`src/rtl/wb_master_arbiter.sv`:
```
// ---------------------------------------------------------------------------
// wb_master_arbiter
//
// Two-master Wishbone B4 classic arbiter. Shares the single master port of the
// wb_intercon fabric between master 0 (processor data port) and master 1
// (boot-loader copy engine or debug port). Arbitration is round-robin between
// the two masters. A grant lasts for the owner's whole cyc period and is never
// preempted.
//
// Optional feature (compile-time macro WB_ARB_TIMEOUT_EN):
//   When defined, a 16-bit watchdog terminates a strobe that has waited
//   TIMEOUT cycles without ack/err. The owner gets an error and timeout_o
//   pulses. When undefined, there is no watchdog and timeout_o is tied low.
//
// Parameters
//   AW       address width
//   DW       data width (sel width is DW/8)
//   TIMEOUT  watchdog limit in cycles, 1..65535
//
// Ports
//   clk, reset_n                  clock, asynchronous active-low reset
//   m0_*_i / m0_*_o               master 0 request / response
//   m1_*_i / m1_*_o               master 1 request / response
//   s_*_o / s_*_i                 shared port toward the interconnect
//   grant_o                       registered one-hot owner, 00 when idle
//   timeout_o                     one-cycle pulse on watchdog termination
//   dbg_state                     current FSM state (IDLE=0, OWN0=1, OWN1=2)
//
// Handshake: a transfer is requested while cyc and stb are both high (the
// "valid" side). It completes in any cycle where the slave returns ack or err
// (the "ready" side). Request signals must stay stable until then. A response
// is forwarded only to the master that currently owns the bus.
// ---------------------------------------------------------------------------
module wb_master_arbiter #(
  parameter int AW      = 32,
  parameter int DW      = 32,
  parameter int TIMEOUT = 255
) (
  input  logic            clk,
  input  logic            reset_n,

  input  logic [AW-1:0]   m0_adr_i,
  input  logic [DW-1:0]   m0_dat_i,
  input  logic [DW/8-1:0] m0_sel_i,
  input  logic            m0_we_i,
  input  logic            m0_cyc_i,
  input  logic            m0_stb_i,
  output logic [DW-1:0]   m0_dat_o,
  output logic            m0_ack_o,
  output logic            m0_err_o,

  input  logic [AW-1:0]   m1_adr_i,
  input  logic [DW-1:0]   m1_dat_i,
  input  logic [DW/8-1:0] m1_sel_i,
  input  logic            m1_we_i,
  input  logic            m1_cyc_i,
  input  logic            m1_stb_i,
  output logic [DW-1:0]   m1_dat_o,
  output logic            m1_ack_o,
  output logic            m1_err_o,

  output logic [AW-1:0]   s_adr_o,
  output logic [DW-1:0]   s_dat_o,
  output logic [DW/8-1:0] s_sel_o,
  output logic            s_we_o,
  output logic            s_cyc_o,
  output logic            s_stb_o,
  input  logic [DW-1:0]   s_dat_i,
  input  logic            s_ack_i,
  input  logic            s_err_i,

  output logic [1:0]      grant_o,
  output logic            timeout_o,
  output logic [1:0]      dbg_state
);

  // A watchdog limit outside the counter range is a configuration error.
  if (TIMEOUT < 1 || TIMEOUT > 65535) begin : g_bad_timeout
    $error("wb_master_arbiter: TIMEOUT must be in 1..65535");
  end

  typedef enum logic [1:0] {
    IDLE = 2'd0,
    OWN0 = 2'd1,
    OWN1 = 2'd2
  } state_t;

  state_t state;
  logic   last;      // master that most recently released the bus
  logic   own0;
  logic   own1;
  logic   stb_raw;   // owner's strobe before watchdog masking
  logic   wd_fire;   // watchdog terminates the current strobe this cycle

  assign own0      = (state == OWN0);
  assign own1      = (state == OWN1);
  assign dbg_state = state;

  // -------------------------------------------------------------------------
  // Arbitration FSM. grant_o is registered alongside the state so it always
  // matches the owner. On a tie the master that did not release last wins.
  // A handoff passes through the cycle in which the old owner's cyc is low,
  // so the shared port always sees exactly one cycle with cyc low.
  // -------------------------------------------------------------------------
  always_ff @(posedge clk or negedge reset_n) begin
    if (!reset_n) begin
      state   <= IDLE;
      last    <= 1'b1;
      grant_o <= 2'b00;
    end else begin
      unique case (state)
        IDLE: begin
          if (m0_cyc_i && m1_cyc_i) begin
            if (last) begin
              state   <= OWN0;
              grant_o <= 2'b01;
            end else begin
              state   <= OWN1;
              grant_o <= 2'b10;
            end
          end else if (m0_cyc_i) begin
            state   <= OWN0;
            grant_o <= 2'b01;
          end else if (m1_cyc_i) begin
            state   <= OWN1;
            grant_o <= 2'b10;
          end
        end
        OWN0: begin
          if (!m0_cyc_i) begin
            last <= 1'b0;
            if (m1_cyc_i) begin
              state   <= OWN1;
              grant_o <= 2'b10;
            end else begin
              state   <= IDLE;
              grant_o <= 2'b00;
            end
          end
        end
        OWN1: begin
          if (!m1_cyc_i) begin
            last <= 1'b1;
            if (m0_cyc_i) begin
              state   <= OWN0;
              grant_o <= 2'b01;
            end else begin
              state   <= IDLE;
              grant_o <= 2'b00;
            end
          end
        end
        default: begin
          state   <= IDLE;
          grant_o <= 2'b00;
        end
      endcase
    end
  end

  // -------------------------------------------------------------------------
  // Request mux toward the interconnect. It is driven purely from the
  // registered owner, so reset silences the shared port without a clock.
  // -------------------------------------------------------------------------
  always_comb begin
    s_adr_o = '0;
    s_dat_o = '0;
    s_sel_o = '0;
    s_we_o  = 1'b0;
    s_cyc_o = 1'b0;
    stb_raw = 1'b0;
    if (own0) begin
      s_adr_o = m0_adr_i;
      s_dat_o = m0_dat_i;
      s_sel_o = m0_sel_i;
      s_we_o  = m0_we_i;
      s_cyc_o = m0_cyc_i;
      stb_raw = m0_stb_i & m0_cyc_i;
    end else if (own1) begin
      s_adr_o = m1_adr_i;
      s_dat_o = m1_dat_i;
      s_sel_o = m1_sel_i;
      s_we_o  = m1_we_i;
      s_cyc_o = m1_cyc_i;
      stb_raw = m1_stb_i & m1_cyc_i;
    end
  end

  // The watchdog withdraws the strobe in the cycle it substitutes the error,
  // so the slave never sees a request that no master will complete.
  assign s_stb_o = stb_raw & ~wd_fire;

  // Response routing: data fans out to both masters; handshakes go only to
  // the owner.
  assign m0_dat_o = s_dat_i;
  assign m1_dat_o = s_dat_i;
  assign m0_ack_o = s_ack_i & own0;
  assign m1_ack_o = s_ack_i & own1;
  assign m0_err_o = own0 & (s_err_i | wd_fire);
  assign m1_err_o = own1 & (s_err_i | wd_fire);

`ifdef WB_ARB_TIMEOUT_EN
  localparam logic [15:0] WD_LIMIT = 16'(TIMEOUT);

  logic [15:0] wd_cnt;
  logic        releasing;

  // Owner dropping cyc means the grant changes (to IDLE or the other master)
  // on the next edge, so the count restarts for the next owner.
  assign releasing = (own0 & ~m0_cyc_i) | (own1 & ~m1_cyc_i);

  // A real response in the limit cycle wins over the watchdog.
  assign wd_fire   = stb_raw & ~s_ack_i & ~s_err_i & (wd_cnt == WD_LIMIT);
  assign timeout_o = wd_fire;

  always_ff @(posedge clk or negedge reset_n) begin
    if (!reset_n) begin
      wd_cnt <= '0;
    end else if ((state == IDLE) || releasing || s_ack_i || s_err_i || wd_fire) begin
      wd_cnt <= '0;
    end else if (stb_raw) begin
      wd_cnt <= wd_cnt + 16'd1;
    end
  end
`else
  assign wd_fire   = 1'b0;
  assign timeout_o = 1'b0;
`endif

endmodule

```
`config.mk`:
```
export PLATFORM = sky130hd
export DESIGN_NAME = wb_master_arbiter
export DESIGN_NICKNAME = d
export VERILOG_FILES = /design/src/rtl/wb_master_arbiter.sv
export SDC_FILE = /design/constraint.sdc
export NUM_CORES = 1
export LEC_CHECK = 0
export CAP_MARGIN = 20
export CORE_AREA = 2 2 123 125
export CTS_CLUSTER_SIZE = 40
export DETAILED_ROUTE_END_ITERATION = 8
export DIE_AREA = 0 0 125 127
export GPL_TIMING_DRIVEN = 1
export HOLD_SLACK_MARGIN = 0.06
export SYNTH_ARGS = -nofsm -noshare
export SYNTH_HDL_FRONTEND = slang
export SYNTH_SLANG_ARGS = --single-unit
```
`constraint.sdc`:
```
create_clock -name clk -period 1.65 [get_ports clk]
set_clock_uncertainty 0.05 [all_clocks]
set_input_delay 0.33 -clock clk [delete_from_list [all_inputs] [get_ports clk]]
set_output_delay 0.33 -clock clk [all_outputs]
set_load 0.1 [all_outputs]
```
==> flow_metrics.py, run 1 <==
metrics = {
    "global_routing": {
        "grt_pass1_vias": 2226,
        "antenna_found_initial": 0,
        "grt_max_degree": 41,
        "grt_pass1_wl_um": 12900,
        "overflow": 0,
        "grt_util_all_layers_pct": 10.1,
    },
    "layout": {
        "final_nets": 518,
        "area_delta_synth_final_pct": 227,
        "drive_gt1_share_pct": 53.4,
        "nFillCells": 1449,
        "diodes": 0,
    },
    "yosys": {
        "syn_nets": 355,
        "synth_seq_area_share_pct": 5.33,
        "ys_warn_count": 0,
        "syn-instance-count": 177,
        "yosysTopAreaCell": "a22o_1",
        "synth-seq-cells": 3,
        "synth.distinct_cells": 15,
        "yosys.area.top_type_share_pct": 42.8,
        "ys_top_cells_by_area": "a22o_1, buf_4, buf_6",
        "syn-cell-area_um2": 1430,
        "syn_area_per_cell_um2": 8.09,
    },
    "placed_design": {
        "place.gp.congestion": 0.867,
        "place_hpwl_um": 7490,
        "numPortBuffers": 224,
    },
    "power": {
        "peakVddDrop_mv": 0.737,
        "pwr_density_cell_nw_per_um2": 1540,
        "p_leak_nw": 1.88,
    },
    "sta": {
        "max_freq_mhz": 512,
        "setup_violations": 75,
        "holdWs_ps": 246,
        "finalHoldViolCount": 0,
        "final.period_utilization_pct": 118,
        "slew_violations": 0,
        "min_period_ps": 1950,
        "rsz0062_at_grt": "true",
        "setup_tns_ps": -20130,
        "fin_ws_ps": -303,
    },
    "clocking": {
        "cts_tree": "done",
        "cts-root-buf": "clkbuf_16",
        "h-tree-depth": 1,
        "clockBufferDepth": 2,
        "cts_sinks": 3,
        "clk_pin_slew_ps": 30,
        "hold_buffers": 0,
        "clk_latency_ps": 220,
        "cts_buffers": 3,
    },
    "floorplanning": {
        "design.core.area_um2": 14400,
        "dieWidth_um": 125,
        "dieArea_um2": 15900,
        "die_h_um": 127,
        "start_util_pct": 9.93,
        "ios": 322,
        "rows": 44,
    },
    "route": {
        "first_iter_violations": 22,
        "totalWireLength_um": 9130,
        "wl_per_cell_um": 17.5,
        "antenna_left": 0,
        "vias": 1999,
        "drt-pass1-iter-count": 4,
        "viasPerCell": 3.82,
        "drc_errors": 0,
    },
    "outcome": {
        "violations": "setup timing",
        "outcome": "finished with violations",
    },
    "setup_path": {
        "crit_type": "reg2out",
        "critical_path_required_ps": 1270,
        "worstPathArrival_ps": 1570,
        "crit_path_start_kind": "flop",
        "path_max_fanout": 10,
        "cp-end-kind": "primary output",
    },
    "run": {
        "cap_violations": 0,
    },
    "min_path": {
        "hold_class": "in2async",
    },
}
==> cells in the final DEF (no fill, tap or decap), types with 2 or more instances in the layout <==
cell type / count
clkbuf_16: 6
a22o_4: 18
a22o_2: 52
dfrtp_4: 2
buf_4: 7
clkdlybuf4s50_1: 145
and2_4: 3
nand3_4: 2
o22ai_1: 2
and2_1: 2
nor2_1: 2
buf_6: 3
buf_12: 83
nor2b_4: 2
o21ai_0: 2
==> Yosys cell counts <==
library cell and instances:
nor2b_1 3, buf_6 7, buf_4 69, nor2_1 2
buf_2 7, nand3_1 2, inv_1 1, nand2_1 2
o22ai_1 2, and2_1 6, dfstp_2 1, conb_1 1
dfrtp_1 2, a22o_1 70, o21ai_0 2
==> metal layers <==
metal	part of all wire, %	track usage (%)	up-vias
li1	-	-	917
met1	36	10.9	934
met2	55	19.8	133
met3	7.9	2.39	15
met4	1.4	2.48	0
met5	0	0	-
==> path summary, 6_finish.rpt <==
check                        startpoint           end  slack, ps  cells past startpoint
setup / recovery           dbg_state[1]   s_adr_o[13]       -300                      5
hold / removal                  reset_n  dbg_state[0]        250                      1
setup reg to reg           dbg_state[1]  dbg_state[1]        490                      4
hold reg to reg                    last          last        450                      2
max in group asynchronous       reset_n          last       1080                      1
min in group clk                   last          last        450                      2
==> cell type report <==
class                      instances  area, µm²  share of cell area [%]
clock buffer                       4       78.8                    1.68
inverter                           1       3.75                  0.0802
multi-input combinational         90       1010                    21.6
sequential                         3       83.8                    1.79
tap                              184        230                    4.92
timing repair buffer             241       3270                    70.0
==> worst max-delay path, stage by stage (launching register included) <==
cell and delay [ps]:
dfrtp_4 480, nor2b_4 150, buf_12 140, clkbuf_16 160, a22o_2 230, buf_12 170
==> logic make-up after synthesis <==
group	after synthesis	share of synthesized area, %
simple gates	15	5.68
buf+inv	84	44.4
flops	3	5.33
other cells	1	0.262
compound gates	74	44.4
==> what timing repair did <==
item | 4_1_cts | 5_1_grt
gates cloned | 0 | 4
pin swaps | 0 | 1
setup buffers | 0 | 1
resized for setup | 5 | 7
setup endpoints to repair | 75 | 75
==> report_power, final <==
| part | total [mW] | leakage [nW] | switching (mW) | internal [mW] |
|---|---|---|---|---|
| Clock | 0.381 | 0.0382 | 0.0621 | 0.318 |
| Combinational | 6.67 | 1.81 | 4.09 | 2.58 |
| Sequential | 0.138 | 0.0331 | 0.0242 | 0.114 |
| Total | 7.19 | 1.88 | 4.17 | 3.01 |
==> registers in the layout, indices dropped and copies added (netlist names) <==
name,flops
dbg_state,2
last,1
==> stage by stage <==
stage          worst slack [ps]  instances  instance area, µm²  power (mW)  util [%]
5_1_grt                    -334        523                4680        7.37      32.4
2_1_floorplan              -356        177                1670        4.90         -
6_report                   -303        523                4680        7.19      32.4
3_3_place_gp              -38.0        514                4420        6.61      30.7
4_1_cts                    -286        518                4540        7.07      31.5
3_5_place_dp              -48.9        514                4420        6.64      30.7
(Power assumes the default switching activity.)
==> inputs of run 2 (changes only) <==
RECOVER_POWER = 100   (was not set)
TNS_END_PERCENT = 5   (was not set)
==> flow_metrics.py, run 2 (synthesis gave the netlist of run 1 again) <==
metrics = {
    "setup_path": {
        "path_max_fanout": 6,
        "cp-end-kind": "primary output",
        "crit_type": "reg2out",
        "critical_path_required_ps": 1270,
        "reg2reg_slack_ps": 450,
        "worstPathArrival_ps": 1600,
        "crit_path_start_kind": "flop",
    },
    "clocking": {
        "cts_sinks": 3,
        "cts_tree": "done",
        "h-tree-depth": 1,
        "hold_buffers": 0,
        "clk_pin_slew_ps": 30,
        "clk_latency_ps": 220,
        "cts_buffers": 3,
        "clockBufferDepth": 2,
        "cts-root-buf": "clkbuf_16",
    },
    "outcome": {
        "violations": "setup timing",
        "outcome": "finished with violations",
    },
    "layout": {
        "drive_gt1_share_pct": 42.5,
        "largest_reg_flops": 2,
        "fin_cells": 532,
        "diodes": 0,
        "area_delta_synth_final_pct": 234,
        "final_nets": 527,
        "mostFrequentLayoutCells": "clkdlybuf4s50_1, buf_12, a22o_1, a22o_4, buf_4",
        "nFillCells": 1440,
        "layout_commonest_cell": "clkdlybuf4s50_1",
        "utilization_pct": 33.2,
    },
    "route": {
        "wl_per_cell_um": 17.9,
        "drt-pass1-iter-count": 4,
        "antenna_left": 0,
        "first_iter_violations": 40,
        "drc_errors": 0,
        "totalWireLength_um": 9520,
        "vias": 2082,
        "viasPerCell": 3.91,
    },
    "floorplanning": {
        "dieArea_um2": 15900,
        "dieWidth_um": 125,
        "start_util_pct": 9.93,
        "design.core.area_um2": 14400,
        "ios": 322,
        "die_h_um": 127,
        "rows": 44,
    },
    "placed_design": {
        "numPortBuffers": 224,
        "place.gp.congestion": 0.920,
        "place_inst": 516,
        "place_hpwl_um": 7150,
    },
    "sta": {
        "rsz0062_at_grt": "true",
        "setup_violations": 75,
        "fin_ws_ps": -331,
        "max_freq_mhz": 505,
        "final.period_utilization_pct": 120,
        "holdWs_ps": 317,
        "slew_violations": 0,
        "finalHoldViolCount": 0,
        "min_period_ps": 1980,
    },
    "global_routing": {
        "overflow": 0,
        "grt_pass1_vias": 2111,
        "grt_pass1_wl_um": 12000,
        "grt_util_all_layers_pct": 9.41,
        "antenna_found_initial": 0,
        "grt_max_degree": 37,
    },
    "power": {
        "peakVddDrop_mv": 0.481,
        "pwr_density_cell_nw_per_um2": 1530,
        "report.power.total_mw": 7.35,
        "p_leak_nw": 1.98,
    },
    "min_path": {
        "hold_class": "in2async",
    },
    "run": {
        "cap_violations": 0,
    },
}
[run 2: cell count changes in the layout (fill, tap and decap cells not counted), moves of 2 or more]
cell,previous run,this run
a22o_1,0,37
dlygate4sd3_1,0,2
and2_1,2,4
buf_6,3,6
a22o_4,18,31
nand3_1,0,2
clkdlybuf4s50_1,145,143
a22o_2,52,2
buf_4,7,11
nand3_4,2,0
[run 2: timing repair]
| action | 4_1_cts | 5_1_grt |
|---|---|---|
| pin swaps | 11 | 28 |
| buffers inserted | 0 | 6 |
| endpoints found under the setup margin | 75 | 75 |
| cloned | 0 | 7 |
| gates resized for setup | 0 | 40 |
[run 2: routing by layer]
| layer | global-route usage [%] | share of wire, % | vias up |
|---|---|---|---|
| met2 | 16.4 | 51 | 157 |
| met5 | 0 | 0 | - |
| met3 | 2.64 | 8.6 | 22 |
| met1 | 10.9 | 38 | 963 |
| met4 | 3.86 | 2.7 | 0 |
| li1 | - | - | 940 |
[run 2: final cells by class]
| cell class | count | area, µm² | share of cell area [%] |
|---|---|---|---|
| clock buffer | 4 | 78.8 | 1.65 |
| inverter | 1 | 3.75 | 0.0784 |
| tap | 184 | 230 | 4.81 |
| sequential | 3 | 83.8 | 1.75 |
| timing repair buffer | 250 | 3380 | 70.5 |
| multi-input combinational | 90 | 1010 | 21.2 |
[run 2: critical path, cell delays in order, from the launching register on]
cell and delay, ps:
dfrtp_4 490, nor2b_4 160, buf_6 140, clkbuf_16 160, a22o_4 250, buf_12 160
[run 2: through the flow]
step           TNS [ps]  worst slack (ps)  instance area, µm²
2_1_floorplan    -46540              -655                1450
3_3_place_gp      -2200             -68.4                4230
3_5_place_dp      -3840             -93.0                4230
4_1_cts          -21690              -334                4310
5_1_grt          -24560              -374                4790
6_report         -21500              -331                4790
[run 2: path summary, 6_finish.rpt]
check,startpoint,end,cells past startpoint
max,dbg_state[0],s_adr_o[22],5
max in group asynchronous,reset_n,last,1
max reg2reg,dbg_state[0],dbg_state[0],4
min,reset_n,dbg_state[1],1
min in group clk,last,last,2
min reg2reg,last,last,2
[run 2: report_power, final]
part | leakage (nW) | switching (mW) | total [mW] | internal (mW)
registers | 0.0331 | 0.0268 | 0.141 | 0.114
logic | 1.90 | 4.14 | 6.82 | 2.68
clock network | 0.0382 | 0.0666 | 0.386 | 0.319
total | 1.98 | 4.24 | 7.35 | 3.11
